$ cat src/rtl/muldiv_pkg.sv
// rtl/muldiv_pkg.sv - shared opcodes, flag indices and state encoding for the muldiv sequencer
package muldiv_pkg;

  localparam int WIDTH_DEF = 16;

  localparam logic [5:0] OP_MUL  = 6'b010100;
  localparam logic [5:0] OP_DIVQ = 6'b010101;
  localparam logic [5:0] OP_DIVR = 6'b010110;

  localparam int FLG_C = 3;
  localparam int FLG_N = 2;
  localparam int FLG_Z = 1;
  localparam int FLG_V = 0;

  typedef enum logic [1:0] {
    IDLE = 2'd0,
    RUN  = 2'd1,
    FIX  = 2'd2
  } state_e;

  function automatic logic op_is_div(input logic [5:0] op);
    return (op == OP_DIVQ) || (op == OP_DIVR);
  endfunction

  function automatic logic op_supported(input logic [5:0] op);
    return (op == OP_MUL) || op_is_div(op);
  endfunction

endpackage

$ cat src/rtl/muldiv_signfix.sv
// rtl/muldiv_signfix.sv - operand magnitude extraction at accept, sign restoration and flags at fix
module muldiv_signfix
  import muldiv_pkg::*;
#(
  parameter int WIDTH = WIDTH_DEF
) (
  input  logic [WIDTH-1:0]   d,
  input  logic [WIDTH-1:0]   m,
  output logic [WIDTH-1:0]   d_mag,
  output logic [WIDTH-1:0]   m_mag,
  output logic               d_neg,
  output logic               m_neg,
  output logic               div0,
  output logic               min_neg1,
  input  logic [5:0]         op,
  input  logic [2*WIDTH-1:0] prod_mag,
  input  logic [WIDTH-1:0]   quo_mag,
  input  logic [WIDTH-1:0]   rem_mag,
  input  logic [WIDTH-1:0]   op_d_raw,
  input  logic               op_d_neg,
  input  logic               op_m_neg,
  input  logic               op_div0,
  input  logic               op_min_neg1,
  output logic [WIDTH-1:0]   res,
  output logic [3:0]         flg,
  output logic               err
);

  localparam logic [WIDTH-1:0] MIN_VAL = {1'b1, {(WIDTH-1){1'b0}}};

  logic [2*WIDTH-1:0] prod;
  logic [WIDTH-1:0]   quo;
  logic [WIDTH-1:0]   rem;
  logic               ovf;

  always_comb begin
    d_neg    = d[WIDTH-1];
    m_neg    = m[WIDTH-1];
    d_mag    = d_neg ? -d : d;
    m_mag    = m_neg ? -m : m;
    div0     = (m == '0);
    min_neg1 = (d == MIN_VAL) && (m == '1);
  end

  always_comb begin
    prod = (op_d_neg ^ op_m_neg) ? -prod_mag : prod_mag;
    quo  = (op_d_neg ^ op_m_neg) ? -quo_mag : quo_mag;
    rem  = op_d_neg ? -rem_mag : rem_mag;
    res  = '0;
    ovf  = 1'b0;
    err  = 1'b0;
    case (op)
      OP_MUL: begin
        res = prod[WIDTH-1:0];
        // In range only when the top WIDTH+1 bits are a pure sign extension
        ovf = !((&prod[2*WIDTH-1:WIDTH-1]) || (~|prod[2*WIDTH-1:WIDTH-1]));
      end
      OP_DIVQ: begin
        res = op_div0 ? '1 : (op_min_neg1 ? MIN_VAL : quo);
        ovf = op_div0 || op_min_neg1;
      end
      OP_DIVR: begin
        res = op_div0 ? op_d_raw : (op_min_neg1 ? '0 : rem);
        ovf = op_div0 || op_min_neg1;
      end
      default: err = 1'b1;
    endcase
    flg        = '0;
    flg[FLG_C] = 1'b0;
    flg[FLG_N] = !err && res[WIDTH-1];
    flg[FLG_Z] = err || (res == '0);
    flg[FLG_V] = !err && ovf;
  end

endmodule

$ cat src/rtl/muldiv_seq.sv
// rtl/muldiv_seq.sv - multi-cycle signed multiply/divide sequencer; MULDIV_EARLY_TERM_EN enables variable latency
module muldiv_seq
  import muldiv_pkg::*;
#(
  parameter int WIDTH = WIDTH_DEF
) (
  input  logic             clk,
  input  logic             rst_n,
  input  logic             req_valid,
  output logic             req_ready,
  input  logic [5:0]       opcode,
  input  logic [WIDTH-1:0] D,
  input  logic [WIDTH-1:0] M,
  output logic             busy,
  output logic             done,
  output logic [WIDTH-1:0] result,
  output logic [3:0]       flags,
  output logic             err
);

  localparam int CW = $clog2(WIDTH);

  state_e             state_q, state_d;
  logic [CW-1:0]      count_q, count_d;
  logic [5:0]         op_q, op_d;
  logic [WIDTH-1:0]   d_raw_q, d_raw_d;
  logic [WIDTH-1:0]   mplier_q, mplier_d;
  logic [2*WIDTH-1:0] acc_q, acc_d;
  logic [2*WIDTH-1:0] mcand_q, mcand_d;
  logic               d_neg_q, d_neg_d, m_neg_q, m_neg_d;
  logic               div0_q, div0_d, mn1_q, mn1_d;
  logic [WIDTH-1:0]   result_q, result_d;
  logic [3:0]         flags_q, flags_d;
  logic               done_q, done_d, err_q, err_d;

  logic [WIDTH-1:0]   in_d_mag, in_m_mag, fix_res;
  logic               in_d_neg, in_m_neg, in_div0, in_mn1, fix_err;
  logic [3:0]         fix_flg;
  logic [WIDTH:0]     rem_shift;
  logic [WIDTH+1:0]   trial;
  logic               skip_run, mul_early;

  muldiv_signfix #(.WIDTH(WIDTH)) u_signfix (
    .d(D), .m(M),
    .d_mag(in_d_mag), .m_mag(in_m_mag),
    .d_neg(in_d_neg), .m_neg(in_m_neg),
    .div0(in_div0), .min_neg1(in_mn1),
    .op(op_q), .prod_mag(acc_q), .quo_mag(mplier_q), .rem_mag(acc_q[WIDTH-1:0]),
    .op_d_raw(d_raw_q), .op_d_neg(d_neg_q), .op_m_neg(m_neg_q),
    .op_div0(div0_q), .op_min_neg1(mn1_q),
    .res(fix_res), .flg(fix_flg), .err(fix_err)
  );

`ifdef MULDIV_EARLY_TERM_EN
  assign skip_run  = !op_supported(opcode) || (op_is_div(opcode) && in_div0);
  assign mul_early = (op_q == OP_MUL) && (mplier_q[WIDTH-1:1] == '0);
`else
  assign skip_run  = 1'b0;
  assign mul_early = 1'b0;
`endif

  always_ff @(posedge clk or negedge rst_n) begin
    if (!rst_n) begin
      state_q  <= IDLE;
      count_q  <= '0;
      op_q     <= '0;
      d_raw_q  <= '0;
      mplier_q <= '0;
      acc_q    <= '0;
      mcand_q  <= '0;
      d_neg_q  <= 1'b0;
      m_neg_q  <= 1'b0;
      div0_q   <= 1'b0;
      mn1_q    <= 1'b0;
      result_q <= '0;
      flags_q  <= '0;
      done_q   <= 1'b0;
      err_q    <= 1'b0;
    end else begin
      state_q  <= state_d;
      count_q  <= count_d;
      op_q     <= op_d;
      d_raw_q  <= d_raw_d;
      mplier_q <= mplier_d;
      acc_q    <= acc_d;
      mcand_q  <= mcand_d;
      d_neg_q  <= d_neg_d;
      m_neg_q  <= m_neg_d;
      div0_q   <= div0_d;
      mn1_q    <= mn1_d;
      result_q <= result_d;
      flags_q  <= flags_d;
      done_q   <= done_d;
      err_q    <= err_d;
    end
  end

  always_comb begin
    state_d = state_q;
    case (state_q)
      IDLE:    if (req_valid) state_d = skip_run ? FIX : RUN;
      RUN:     if ((count_q == CW'(WIDTH-1)) || mul_early) state_d = FIX;
      FIX:     state_d = IDLE;
      default: state_d = IDLE;
    endcase
  end

  always_comb begin
    count_d   = count_q;
    op_d      = op_q;
    d_raw_d   = d_raw_q;
    mplier_d  = mplier_q;
    acc_d     = acc_q;
    mcand_d   = mcand_q;
    d_neg_d   = d_neg_q;
    m_neg_d   = m_neg_q;
    div0_d    = div0_q;
    mn1_d     = mn1_q;
    result_d  = result_q;
    flags_d   = flags_q;
    done_d    = 1'b0;
    err_d     = 1'b0;
    // Divide reuses acc as the partial remainder and mplier as the dividend/quotient shifter
    rem_shift = {acc_q[WIDTH-1:0], mplier_q[WIDTH-1]};
    trial     = {1'b0, rem_shift} - {2'b00, mcand_q[WIDTH-1:0]};
    case (state_q)
      IDLE: begin
        if (req_valid) begin
          op_d    = opcode;
          d_raw_d = D;
          d_neg_d = in_d_neg;
          m_neg_d = in_m_neg;
          div0_d  = in_div0;
          mn1_d   = in_mn1;
          count_d = '0;
          acc_d   = '0;
          if (opcode == OP_MUL) begin
            mcand_d  = {{WIDTH{1'b0}}, in_d_mag};
            mplier_d = in_m_mag;
          end else begin
            mcand_d  = {{WIDTH{1'b0}}, in_m_mag};
            mplier_d = in_d_mag;
          end
        end
      end
      RUN: begin
        count_d = count_q + CW'(1);
        if (op_q == OP_MUL) begin
          if (mplier_q[0]) acc_d = acc_q + mcand_q;
          mcand_d  = mcand_q << 1;
          mplier_d = mplier_q >> 1;
        end else begin
          acc_d    = trial[WIDTH+1] ? {{(WIDTH-1){1'b0}}, rem_shift}
                                    : {{(WIDTH-1){1'b0}}, trial[WIDTH:0]};
          mplier_d = {mplier_q[WIDTH-2:0], ~trial[WIDTH+1]};
        end
      end
      FIX: begin
        result_d = fix_res;
        flags_d  = fix_flg;
        err_d    = fix_err;
        done_d   = 1'b1;
      end
      default: ;
    endcase
  end

  assign req_ready = (state_q == IDLE);
  assign busy      = (state_q != IDLE);
  assign done      = done_q;
  assign err       = err_q;
  assign result    = result_q;
  assign flags     = flags_q;

endmodule

$ cat config.mk
export PLATFORM = sky130hd
export DESIGN_NAME = muldiv_seq
export DESIGN_NICKNAME = d
export VERILOG_FILES = /design/src/rtl/muldiv_pkg.sv /design/src/rtl/muldiv_signfix.sv /design/src/rtl/muldiv_seq.sv
export SDC_FILE = /design/constraint.sdc
export NUM_CORES = 1
export LEC_CHECK = 0
export CORE_MARGIN = 3
export CORE_UTILIZATION = 30
export CTS_CLUSTER_SIZE = 8
export DETAILED_ROUTE_END_ITERATION = 16
export GPL_ROUTABILITY_DRIVEN = 0
export SETUP_SLACK_MARGIN = 0.2
export SYNTH_ARGS = -nofsm -noshare
export SYNTH_HDL_FRONTEND = slang
export SYNTH_HIERARCHICAL = 1
export SYNTH_SLANG_ARGS = --single-unit
$ cat constraint.sdc
create_clock -name clk -period 3.4 [get_ports clk]
set_input_delay 0.68 -clock clk [delete_from_list [all_inputs] [get_ports clk]]
set_output_delay 0.68 -clock clk [all_outputs]
set_load 0.005 [all_outputs]
; ---- Yosys cells after proc, flatten, opt, wreduce, memory -nomap -nowiden
; Cells that the tools add are included.
[classes]
bitwise = 2
shifts = 0
n_addsub = 8
div_mod_pow = 0
muxes = 32
mul = 0
magnitude_cmp = 0
n_reduce_logical = 22
n_eq_ne = 13
[ops]
columns = op, count
row1 = two-way mux 16 bit, 12
row2 = two-way mux 32 bit, 6
row3 = case mux 32 bit (2 select lines), 2
row4 = negator 16 bit, 4
row5 = case mux 16 bit (3 select lines), 1
row6 = adder 32 bit, 1
row7 = == test 16 bit (second input constant), 2
row8 = logical NOT 16 bit, 2
row9 = negator 32 bit, 1
row10 = case mux 16 bit (2 select lines), 1
row11 = == test 6 x 5 -> 1 bit (second input constant), 4
row12 = subtractor 17 x 16 -> 18 bit, 1
row13 = two-way mux 17 bit, 1
row14 = AND reduction 17 bit, 1
row15 = OR reduction 17 bit, 1
row16 = case mux 4 bit (2 select lines), 1
row17 = != test 2 bit (second input constant), 3
row18 = AND reduction 2 bit, 3
row19 = AND reduction 3 bit, 2
row20 = adder 4 x 1 -> 4 bit (second input constant), 1
row21 = == test 4 bit (second input constant), 1
row22 = two-way mux 2 bit, 2
row23 = two-way mux 4 bit, 1
row24 = case mux 2 bit (2 select lines), 1
row25 = 14 further kinds, 22
[totals]
n_memories = 0
romBits = 0
ramBits = 0
reg_bits = 133
latch_bits = 0
input_bits = 41

; ---- Logic depth before layout (Yosys ltp)
[depth]
ltp_word = 8
ltp_mapped = 13
depth_no_buf = 12

; ---- Hierarchy
; Netlist, hierarchy kept.
[modules_own_cells]
columns = module, area_each_um2, seq_area_each_um2, n_inst, cells_each
row1 = muldiv_seq, 8271.7, 3353.2, 1, 882
row2 = muldiv_signfix, 3123.0, 0.0, 1, 485

; ---- Least setup slack after synthesis
; Ideal clock, no wire load.
[synth_path]
path_kind = register -> register
start = register acc_q[0]
end = register acc_q[28]
t_required_ns = 3.279
stages_incl_launch_ff = 13
setup_time_ns = 0.121
t_arrival_ns = 2.668
n_path_buf = 0
synth_period_minus_slack_ns = 2.789
setup_slack_ns = 0.611
path_cell_list = dfrtp_1 ha_1 inv_1 fa_1 and2b_1 o31ai_2 a211oi_2 o2111ai_1 a21oi_1 nor2b_1 o41ai_1 xor2_1 a22o_1
[synth_between]
elab_chain_len = 4
[synth_rtl]
columns = item, line
row1 = "start, declared", muldiv_seq.sv:28  ; logic [2*WIDTH-1:0] acc_q, acc_d;
row2 = "start signal, assigned", muldiv_seq.sv:69  ; acc_q <= '0;
row3 = "start signal, assigned", muldiv_seq.sv:85  ; acc_q <= acc_d;
row4 = adder 32 bit, muldiv_seq.sv:149  ; if (mplier_q[0]) acc_d = acc_q + mcand_q;
row5 = two-way mux 32 bit, muldiv_seq.sv:149
row6 = two-way mux 32 bit, muldiv_seq.sv:148  ; if (op_q == OP_MUL) begin
row7 = case mux 32 bit (2 select lines), muldiv_seq.sv:126  ; case (state_q)
; No other way between the ends. The select of a mux whose other input is x is not followed.
; A chain may end at the register's enable or synchronous reset.

; ---- Worst setup path after layout
[layout_path]
start = register acc_q[0]
end = register acc_q[11]
[layout_between]
elab_chain_len = 4
word_cells_on_any_way = 6
cone_classes = 2 x add/sub / 4 x mux
[layout_rtl]
columns = item, line
row1 = adder 32 bit / subtractor 17 x 16 -> 18 bit (equally long branches), "muldiv_seq.sv:149, muldiv_seq.sv:125"
row2 = two-way mux 32 bit / two-way mux 17 bit (equally long branches), "muldiv_seq.sv:149, muldiv_seq.sv:153"
row3 = two-way mux 32 bit *, muldiv_seq.sv:148
row4 = case mux 32 bit (2 select lines) *, muldiv_seq.sv:126
; Mark *: on every way between the ends. The rest lies on a longest branch, timed or not. The select of a mux whose other input is x is not followed.

==> run metrics <==
status=completed; leakage=just under 0.006 uW; pin count of the biggest net entering global routing=between 60 and 70; Core Footprint=37,000 um2; r2r endpoint=acc_q[11]; VDD IR max=0.377 mV; Final TNS setup=0 ps; area occupied by multi-input gates=about 7600 um2; synth unique cells=92; Inst Count DP=around 1,900; Buf/Inv on CP=2; # DRC=0; HP Class=in2async; dpl cell area=approximately 13,000 um2; synth warn=6; Mapped Cells=1,367; max-slew violations=0; clk slew on worst S/H paths=around 70 ps; number of synthesized flops with an enable pin=0; hold buffers post-CTS=0; share of layout cells above drive strength 1=around 13%; maximum operating frequency=around 0.33 GHz; global route overflow=0; Pre-antenna DRT Iters=5; Non-Filler Instances=between 1,500 and 2,000; CTS tree=built; CTS H-Tree Depth=4; RSZ-0062 raised after global routing=true; Crit path largest cell delay=about 380 ps; total track usage=16.6%; critical path data arrival time=roughly 3400 ps; fill cell count=between 3,000 and 4,000; reg2reg start=acc_q[0]; startpoint types=register; crit path time final=about 3000 ps; syn avg cell area=between 8 and 9 um2; worst-path maximum fanout=11; commonest non-fill, non-tap cells in the layout=nand2_1 (162), dfrtp_1 (132), o21ai_0 (112), nor2_1 (96), a21oi_1 (77); drt wl/cell=between 15 and 20 um; vias in the first global route=10,100; Die Wd=201 um; antenna-violating nets left=0; die height=201 um; maxcap violations=0; Slowest-stage cell, CP=dfrtp_1; ys async rst share=100%; Top Ports=65; Post-CTS Setup Bufs=0; register bit total from synthesis=between 100 and 150; vias post-DR=about 11,000; synthesized net count=roughly 1,500; Mapped Area=11,400 um2; CP top delay family=compound AO/OA/AOI/OAI gates; Num CTS Buffers=17; commonest non-fill, non-tap cell in the layout=nand2_1; Core Rows=70; die area=roughly 40,000 um2; Critical Path End Type=register; R2R setup slack=about 360 ps; initial antenna violation count=0; register area=3360 um2; Post-CTS Resized=0; Root Driver=clkbuf_16; Final Hold Viols=0; final setup vio count=0; post-synthesis sequential area ratio=29.4%; area grow syn2layout=18.0%; antenna cells=0; final WL=34,000 um; Max clock buf depth=2; hpwl dp=25,600 um; IO Port Bufs=64; Top FF cell, synth=dfrtp_1; Worst-Margin Slew=between 700 and 800 ps; later-pin clock latency in the skew report=between 400 and 500 ps; vias per cell=between 5 and 6; PD cells=888 nW/um2; clk_skew=approximately 17 ps; Nets=about 1,500; fin crit share=about nine tenths; first-pass GRT wire length=54,900 um; fin area=roughly 13,000 um2; CP Cell Sequence=buf_4 > ha_1 > nor2b_1 > o31a_1 > o31a_1 > a31oi_1 > a2111oi_2 > nand2b_1 > buf_4 > mux2i_1 > o21ai_0; Initial Util=between 30 and 40%; Iter 0 DRT Violations=824; max_slew headroom=46.9%; clock sinks=between 100 and 150; Setup CP Type=reg2reg; CP Data Required Time=between 3000 and 4000 ps; r2r worst-path depth=11
[report_power, final]
group / switching [uW] / internal, uW / total (uW) / leakage [uW]
logic: 3980 / 3110 / 7080 / 0.00390
registers: 793 / 2100 / 2890 / 0.00170
clock network: 904 / 1060 / 1960 / 0.000301
[layer usage]
metal / share of wire, % / vias to the layer above / global-route usage [%]
met3: 4.8 / 44 / 2.38
met5: 0 / - / 0
met2: 46 / 318 / 27.1
met1: 47 / 5103 / 22.8
li1: - / 5134 / -
met4: 2.3 / 0 / 5.17
[area by class of cell]
cell class | instances | area share [%]
clock buffers | 17 | 3.17
clock inverters | 15 | 1.31
inverters | 46 | 1.28
multi-input cells | 1106 | 56.4
flip-flops and latches | 134 | 25.0
well taps | 504 | 4.69
repair buffers | 121 | 8.15
[cells in the mapped netlist, types with 14 or more instances]
library cell	count	share of area, %
nor3_1	29	1.3
inv_1	46	1.5
a211oi_1	19	1.3
nand4_1	14	0.77
nor4_1	17	0.93
xor2_1	43	3.3
a31oi_1	33	1.8
xnor2_1	67	5.1
nand2_1	163	5.4
o21ai_0	112	4.9
nand3_1	18	0.79
nand2b_1	15	0.82
ha_1	54	5.9
clkbuf_1	54	1.8
a21oi_1	78	3.4
dfrtp_1	134	29
mux2_2	46	4.5
mux2i_1	48	4.2
nor2_1	96	3.2
a21o_1	24	1.6
[stage by stage]
stage	hold slack (ps)	total power, uW	util [%]	setup WS, ps
floorplan	384	7860	-	611
global placement	484	9720	34.5	97.2
detailed placement	489	9820	34.5	79.0
CTS	270	11800	36.2	228
global route	270	12900	36.3	129
finish	244	11900	36.3	358
[worst reg2reg max path, cell delays in order (launching register included)]
cell and delay (ps):
dfrtp_1 380, buf_4 190, ha_1 290, nor2b_1 140, o31a_1 280, o31a_1 330, a31oi_1 390, a2111oi_2 140
nand2b_1 180, buf_4 180, mux2i_1 120, o21ai_0 300
[worst max path at each step]
stage | from | endpoint | slack [ps] | cells after the start
final | acc_q[0] | acc_q[11] | 360 | 11
after global routing | mcand_q[0] | acc_q[26] | 130 | 12
after CTS | acc_q[5] | acc_q[26] | 230 | 10
after detailed placement | D[1] | mplier_q[14] | 80 | 13
after global placement | D[1] | mplier_q[14] | 100 | 13
after floorplan | acc_q[0] | acc_q[28] | 610 | 12
[logic make-up after synthesis]
kind of cell | count (synthesis) | synth area share, %
flip-flops | 134 | 29.4
XOR/XNOR | 110 | 8.45
buffers and inverters | 127 | 4.71
other | 1 | 0.0329
AND/OR/NAND/NOR | 446 | 19.5
multiplexers | 95 | 8.89
adder cells (fa/ha/maj) | 56 | 6.28
AO/OA/AOI/OAI | 398 | 22.7
[state kept, by name, summed over array words and instances, names as in the netlist]
name      count
m_neg_q       1
mplier_q     16
op_q          6
state_q       2
flags         4
div0_q        1
mn1_q         1
d_neg_q       1
done          1
acc_q        32
mcand_q      32
d_raw_q      16
count_q       4
err           1
result       16
Note: power is estimated with default switching activity, not from simulation.
